===== src/rtl/tdm_demux8.sv =====
// tdm_demux8: 1-to-8 time-division demultiplexer.
// Collects successive serial bits into a shadow register, starting at a
// slot-0 sync marker, and delivers each complete frame atomically on a
// parallel output with a one-cycle frame_valid strobe. Sync protocol
// violations (early or missing sync) raise a one-cycle sync_err.
// Optional build macro TDM_PARITY_EN: the frame gains a ninth slot that
// carries even parity over slots 0..7. A frame with bad parity is dropped
// and flagged on parity_err.
module tdm_demux8 #(
  parameter int CNT_W = 8
) (
  input  logic             clk,
  input  logic             rst_n,
  input  logic             en,
  input  logic             din,
  input  logic             sync,
  output logic [7:0]       out,
  output logic             frame_valid,
  output logic             locked,
`ifdef TDM_PARITY_EN
  output logic [3:0]       slot,
  output logic             parity_err,
`else
  output logic [2:0]       slot,
`endif
  output logic             sync_err,
  output logic [CNT_W-1:0] frame_cnt
);

`ifdef TDM_PARITY_EN
  localparam int SLOT_W = 4;
  localparam int SH_W   = 8;
`else
  localparam int SLOT_W = 3;
  localparam int SH_W   = 7;
`endif

  // The slot that completes a frame: 7 for a plain frame, 8 when the
  // parity slot follows the data.
  localparam logic [SLOT_W-1:0] LAST_SLOT = SLOT_W'(SH_W);

  typedef enum logic {HUNT, LOCKED} state_t;

  state_t             state_q, state_d;
  logic [SLOT_W-1:0]  slot_q, slot_d;
  logic [SH_W-1:0]    shadow_q, shadow_d;
  logic [7:0]         out_q, out_d;
  logic [CNT_W-1:0]   cnt_q, cnt_d;
  logic               fv_q, fv_d;
  logic               serr_q, serr_d;
  logic               perr_q, perr_d;

  // Next-state logic: slot sequencing, shadow capture and frame delivery.
  always_comb begin
    state_d  = state_q;
    slot_d   = slot_q;
    shadow_d = shadow_q;
    out_d    = out_q;
    cnt_d    = cnt_q;
    fv_d     = 1'b0;
    serr_d   = 1'b0;
    perr_d   = 1'b0;
    if (en) begin
      case (state_q)
        HUNT: begin
          if (sync) begin
            shadow_d    = '0;
            shadow_d[0] = din;
            slot_d      = SLOT_W'(1);
            state_d     = LOCKED;
          end
        end
        default: begin
          if (slot_q == '0) begin
            if (sync) begin
              shadow_d    = '0;
              shadow_d[0] = din;
              slot_d      = SLOT_W'(1);
            end else begin
              // Missed sync: drop lock; this bit cannot be placed.
              serr_d  = 1'b1;
              state_d = HUNT;
              slot_d  = '0;
            end
          end else if (sync) begin
            // Early sync: the partial frame is abandoned and this bit
            // starts a fresh frame.
            serr_d      = 1'b1;
            shadow_d    = '0;
            shadow_d[0] = din;
            slot_d      = SLOT_W'(1);
          end else if (slot_q == LAST_SLOT) begin
`ifdef TDM_PARITY_EN
            if (^{shadow_q, din} == 1'b0) begin
              out_d = shadow_q;
              fv_d  = 1'b1;
              cnt_d = cnt_q + CNT_W'(1);
            end else begin
              perr_d = 1'b1;
            end
`else
            out_d = {din, shadow_q};
            fv_d  = 1'b1;
            cnt_d = cnt_q + CNT_W'(1);
`endif
            slot_d = '0;
          end else begin
            for (int k = 1; k < SH_W; k++) begin
              if (slot_q == SLOT_W'(k)) shadow_d[k] = din;
            end
            slot_d = slot_q + SLOT_W'(1);
          end
        end
      endcase
    end
  end

  // State and registered outputs; reset discards any partial frame.
  always_ff @(posedge clk or negedge rst_n) begin
    if (!rst_n) begin
      state_q  <= HUNT;
      slot_q   <= '0;
      shadow_q <= '0;
      out_q    <= '0;
      cnt_q    <= '0;
      fv_q     <= 1'b0;
      serr_q   <= 1'b0;
      perr_q   <= 1'b0;
    end else begin
      state_q  <= state_d;
      slot_q   <= slot_d;
      shadow_q <= shadow_d;
      out_q    <= out_d;
      cnt_q    <= cnt_d;
      fv_q     <= fv_d;
      serr_q   <= serr_d;
      perr_q   <= perr_d;
    end
  end

  assign out         = out_q;
  assign frame_valid = fv_q;
  assign sync_err    = serr_q;
  assign locked      = (state_q == LOCKED);
  assign slot        = slot_q;
  assign frame_cnt   = cnt_q;
`ifdef TDM_PARITY_EN
  assign parity_err  = perr_q;
`else
  // perr_q only carries information in the parity build.
  logic unused_perr;
  assign unused_perr = perr_q;
`endif

endmodule

===== config.mk =====
export PLATFORM = sky130hd
export DESIGN_NAME = tdm_demux8
export DESIGN_NICKNAME = d
export VERILOG_FILES = /design/src/rtl/tdm_demux8.sv
export SDC_FILE = /design/constraint.sdc
export NUM_CORES = 1
export LEC_CHECK = 0
export ABC_AREA = 1
export ABC_CLOCK_PERIOD_IN_PS = 3900
export CAP_MARGIN = 20
export CORE_MARGIN = 10
export CORE_UTILIZATION = 35
export DETAILED_ROUTE_END_ITERATION = 10
export GPL_ROUTABILITY_DRIVEN = 0
export SLEW_MARGIN = 25
export SYNTH_ARGS = -nofsm -noshare
export SYNTH_HDL_FRONTEND = slang
export SYNTH_SLANG_ARGS = --single-unit

===== constraint.sdc =====
create_clock -name clk -period 3.9 [get_ports clk]
set_input_delay 0.585 -clock clk [delete_from_list [all_inputs] [get_ports clk]]
set_output_delay 0.585 -clock clk [all_outputs]
set_load 0.02 [all_outputs]

==> run summary, run 1 <==
Status: completed
Critical path type: flop to output pin
ANT cells: 0
Post-Synthesis Cells: 202
Pint: 0.628 mW
Vias in the first global route: 1321
Buffers on Ports: 26
Worst hold path depth: 2
CP Buf/Inv Count: 1
Reg2reg end: frame_cnt[4]
Chip Width: 88.3 um
Yosys reg bits: 29
CTS tree: yes
Clock skew: 2.61 ps
Worst Hold Launch: out[5]
Wire per inst: 12.1 um
Clock group share of total power: 0.353
Final Hold Viols: 0
Critical path fanouts, max: 8
Die height: 88.3 um
# resized after CTS: 0
Combinational cell fraction of total power: 0.239
Critical R2R Launch: slot[0]
DRC marker count from the first detailed-route iteration: 48
First-pass GRT wire length: 6190 um
CP Capture Type: output pin
Sw Share: 0.309
Largest net degree at the start of global routing: 30
Initial antenna violation count: 0
Max-cap check violation count: 0
GRT Overall Usage: 0.0997
DRC violations left: 0
Setup TNS Final: 0 ps
I/O Pins: 27
Core ar.: 4440 um2
Hold-fix buffers, CTS: 0
Initial Utilization: 0.367
CP Data Arrival Time: 1460 ps
Number of setup buffers added after CTS: 0
Post-route setup slack: 1860 ps
DPL Wire Length: 2610 um
Die area: 7790 um2
Power Density: 444 nW/um2
Clk_lat worst skew: 280 ps
Crit path max-delay family: buffers and inverters
Slowest cell delay on critical path: 670 ps
Clock sinks: 29
Fmax: 490 MHz
Register Area: 726 um2
Mean Syn Cell Area: 8.08 um2
Slew Limit Fails: 0
Number of H-tree levels: 2
CTS max path bufs: 2
FP Rows: 24
Synth top area share: 0.445
Normalized max-slew margin: 0.728
Register share of total power: 0.408
Pre-CTS WS: 1690 ps
Crit path max-delay cell type: clkdlybuf4s50_1
CP Launch Point: slot[2]
Mapped Area: 1630 um2
DR vias: 1325
Synth unique cells: 24
Number of vias per cell: 4.63
Type of origin of the critical path: flop
Multi-input logic area: 800 um2
RSZ-0062 raised after global routing: no
Reg2reg setup slack: 2220 ps
VDD IR-drop max: 0.000227 V
Area delta synth->final: 25.6%
Top cells by area, synth: dfrtp_1 (44%), nand2_1 (18%), ha_1 (7.7%)
Gr ovfl total: 0
Clk slew on worst S/H paths: 60 ps
Largest area contributor in the netlist: dfrtp_1
Worst slew pin tran: 407 ps
Syn nets: 217
Reg2reg path depth: 8
WP data required: 3310 ps
NetSw: 0.281 mW
Fin crit share: 0.524
Final nets: 248
CTS root buffer: clkbuf_8
Leak: 1.09 nW
Fill count: 454
Syn. warnings: 0
Worst hold-check path type: flop to flop
Final Critical Period: 2040 ps
Seq/Total Area, Yosys: 0.445
Layout cell share with drive strength beyond 1: 0.0855
WHS Endpoint: out[5]
Total CTS buffers: 5
Setup-failing EPs final: 0
Routed Antenna Nets: 0
Pre-antenna DRT Iters: 4
Routed WL: 3470 um
Crit-path cells: clkdlybuf4s50_1
-- how the worst max path moves through the flow --
stage / slack [ps] / depth (start not counted) / end
2_1_floorplan: 2330 / 8 / frame_cnt[1]
3_3_place_gp: 1700 / 6 / frame_cnt[4]
3_5_place_dp: 1690 / 6 / frame_cnt[4]
4_1_cts: 1850 / 1 / slot[2]
5_1_grt: 1800 / 1 / slot[2]
6_report: 1860 / 1 / slot[2]
-- cells in the final DEF (no fill, tap or decap), types with 3 or more instances in the layout --
master / instances
nand2_1: 80
nor2_1: 14
nand3_1: 19
clkdlybuf4s50_1: 26
o21ai_0: 7
clkbuf_8: 6
inv_1: 18
dfrtp_1: 29
nand3b_1: 3
ha_1: 10
-- routing by layer --
| metal | vias up | track usage | routed length [um] | share of wire |
|---|---|---|---|---|
| met4 | 0 | 0.0441 | 67 | 0.019 |
| li1 | 694 | - | - | - |
| met2 | 35 | 0.150 | 1530 | 0.44 |
| met5 | - | 0 | 0 | 0 |
| met3 | 9 | 0.0340 | 248 | 0.072 |
| met1 | 587 | 0.127 | 1620 | 0.47 |
-- stage by stage --
stage                util  hold WS (ps)  power (mW)  area [um2]  cells
floorplan               -           289       0.511        1630    202
global placement    0.435           469       0.593        1930    278
detailed placement  0.435           469       0.596        1930    278
CTS                 0.461           485       0.926        2050    286
global route        0.461           518       0.968        2050    286
finish              0.461           478       0.909        2050    286
-- area by class of cell --
type / count / share of cell area
Inverter: 20 / 0.0366
Tap cell: 52 / 0.0317
Sequential cell: 29 / 0.354
Timing Repair Buffer: 27 / 0.131
Clock inverter: 1 / 0.0147
Clock buffer: 7 / 0.0421
Multi-Input combinational cell: 150 / 0.390
-- flip-flops by register name, summed over array words and instances (netlist names) --
name,cells
frame_cnt,8
out,8
shadow_q,7
slot,3
frame_valid,1
locked,1
sync_err,1
-- cells by family after synthesis --
family / Yosys count / share of synthesized area
simple gates: 126 / 0.357
fa+ha+maj: 10 / 0.0767
buf+inv: 23 / 0.0652
compound gates: 11 / 0.0399
flops: 29 / 0.445
xor+xnor: 3 / 0.0161
-- cells in the mapped netlist --
master    instances
nand2_1          80
dfrtp_1          29
nand3_1          19
inv_1            18
nor2_1           14
ha_1             10
o21ai_0           7
nand3b_1          3
inv_2             2
nand2_4           2
nor2_8            2
nor3_1            2
o21ai_2           2
xor2_1            2
a21oi_1           1
a22oi_1           1
buf_2             1
buf_6             1
buf_8             1
nand2_2           1
nand3_2           1
nand3_4           1
nor2_2            1
xnor2_1           1
-- power groups by stage --
stage / logic (mW) / registers, mW / clock network (mW)
after floorplan: 0.121 / 0.389 / 0
after global placement: 0.217 / 0.376 / 0
after detailed placement: 0.220 / 0.377 / 0
after CTS: 0.221 / 0.371 / 0.334
after global routing: 0.247 / 0.377 / 0.344
final: 0.217 / 0.371 / 0.321
(Power assumes the default switching activity.)
==> inputs of run 2 (changes only) <==
- ABC_CLOCK_PERIOD_IN_PS: 3900 -> 2000
- clock period: 3.9 -> 2 ns (I/O delays scaled with it)
==> run 2 against run 1 <==
Net effect: clock-buffer cell count is 2 lower; combinational power is 97% higher; global-route usage hardly changed; critical path type unchanged; core utilization is 0.73 points higher; cell count is 0.70% higher; total power is 110% higher; non-clock buffer count is 2 higher.
==> run summary, run 2 (synthesized netlist as in run 1, its figures left out) <==
ANT cells: 0 (unchanged)
Buffers on Ports: 26 (unchanged)
Slew Limit Fails: 0 (unchanged)
Post-route insts no fill: 288 (+0.70%)
Clock group share of total power: 0.388 (+0.035)
Number of H-tree levels: 2 (unchanged)
FP Rows: 24 (unchanged)
Clock sinks: 29 (unchanged)
DRC violations left: 0 (unchanged)
Final Critical Period: 1750 ps
Core ar.: 4440 um2 (unchanged)
CTS tree: yes
# resized after CTS: 0 (unchanged)
Final nets: 250 (+0.81%)
Die height: 88.3 um (unchanged)
Initial antenna violation count: 0 (unchanged)
Wire per inst: 12.1 um (+0.19%)
Fin crit share: 0.873
Pre-antenna DRT Iters: 4 (unchanged)
Levels on crit path: 1 (unchanged)
Layout cell share with drive strength beyond 1: 0.0975 (+0.0120)
Critical path type: flop to output pin
Crit-path cells: clkdlybuf4s50_1
Reg2reg path depth: 8 (unchanged)
Area delta synth->final: 27.6%
First-pass GRT wire length: 6180 um (-0.11%)
Status: completed
Most common cell after layout, fill and taps aside: nand2_1
Routed WL: 3500 um (+0.89%)
Leak: 1.11 nW (+1.8%)
Clock skew: 5.67 ps (+3.07 ps)
Worst hold-check path type: input pin to asynchronous set/reset pin
Final Hold Viols: 0 (unchanged)
Power Density: 899 nW/um2 (+100%)
Setup-failing EPs final: 0 (unchanged)
Routed Antenna Nets: 0 (unchanged)
Pint: 1.32 mW (+110%)
Initial Utilization: 0.367 (unchanged)
Number of setup buffers added after CTS: 0 (unchanged)
CP Capture Type: output pin
RSZ-0062 raised after global routing: no
DPL Wire Length: 2580 um (-0.98%)
Most frequent cells in the layout: nand2_1 (80), dfrtp_1 (29), clkdlybuf4s50_1 (26)
Die area: 7790 um2 (unchanged)
CP Buf/Inv Count: 1 (unchanged)
DRC marker count from the first detailed-route iteration: 64 (+33%)
Critical path fanouts, max: 8 (unchanged)
CP Launch Point: slot[2]
Slowest cell delay on critical path: 670 ps (about the same)
NetSw: 0.556 mW (+98%)
DR vias: 1356 (+2.3%)
CTS root buffer: clkbuf_8
Vias in the first global route: 1325 (+0.30%)
Fmax: 573 MHz
Hold-fix buffers, CTS: 0 (unchanged)
Sw Share: 0.297 (-0.0123)
VDD IR-drop max: 0.000770 V (+240%)
I/O Pins: 27 (unchanged)
GRT Overall Usage: 0.0998 (about the same)
Register share of total power: 0.385 (-0.023)
Total CTS buffers: 5 (unchanged)
Largest net degree at the start of global routing: 30 (unchanged)
Number of vias per cell: 4.71 (+1.6%)
Crit path max-delay cell type: clkdlybuf4s50_1
CP Data Arrival Time: 1450 ps (about the same)
Dpl cells: 280 (+0.72%)
Critical R2R Launch: slot[0]
Crit path max-delay family: buffers and inverters
Fill count: 437 (-3.7%)
Gr ovfl total: 0 (unchanged)
Normalized max-slew margin: 0.747 (+0.0195)
Setup TNS Final: 0 ps (unchanged)
WP data required: 1700 ps (-1610 ps)
Max-cap check violation count: 0 (unchanged)
Clk slew on worst S/H paths: 70 ps (about the same)
Chip Width: 88.3 um (unchanged)
Worst slew pin tran: 379 ps (-28.0 ps)
Type of origin of the critical path: flop
CTS max path bufs: 2 (unchanged)
Clk_lat worst skew: 280 ps (about the same)
Combinational cell fraction of total power: 0.228 (-0.011)
run 2: metrics by stage:
step	util	cell area (um2)	setup slack (ps)	total power [mW]	hold slack, ps
after detailed placement	0.438	1950	215	1.16	469
final	0.468	2080	254	1.87	408
after floorplan	-	1630	428	0.996	4.41
after global placement	0.438	1950	258	1.16	467
after global routing	0.468	2080	116	2.00	449
after CTS	0.468	2080	254	1.90	422
run 2: layer usage:
layer	vias up	routed length, um	global-route usage
met1	610	1630	0.118
met4	0	50	0.0367
met5	-	0	0
li1	699	-	-
met3	6	279	0.0377
met2	41	1530	0.161
run 2: area by class of cell:
class / count / area (um2) / share of cell area
clock buffers: 5 / 68.8 / 0.0331
clock inverters: 3 / 65.1 / 0.0312
inverters: 20 / 75.1 / 0.0361
multi-input cells: 150 / 800 / 0.384
flip-flops and latches: 29 / 726 / 0.349
well taps: 52 / 65.1 / 0.0312
repair buffers: 29 / 283 / 0.136
run 2: path summary, 6_finish.rpt:
| kind | end | slack [ps] |
|---|---|---|
| worst max-delay path | slot[2] | 250 |
| worst min-delay path | frame_cnt[5] | 410 |
| worst max register to register | frame_cnt[4] | 310 |
| worst min register to register | out[5] | 480 |
| max in group asynchronous | sync_err | 1310 |
| min in group clk | out[5] | 480 |
run 2: power by group through the flow:
stage	sequential (mW)	clock [mW]	combinational, mW
2_1_floorplan	0.759	0	0.236
3_3_place_gp	0.731	0	0.429
3_5_place_dp	0.732	0	0.430
4_1_cts	0.720	0.744	0.433
5_1_grt	0.733	0.777	0.489
6_report	0.720	0.726	0.427
==> inputs of run 3 (changes only) <==
- GPL_ROUTABILITY_DRIVEN: 0 -> not set
==> results of run 3 <==
Same layout as run 2: the final DEF is identical, and so are final timing and power.
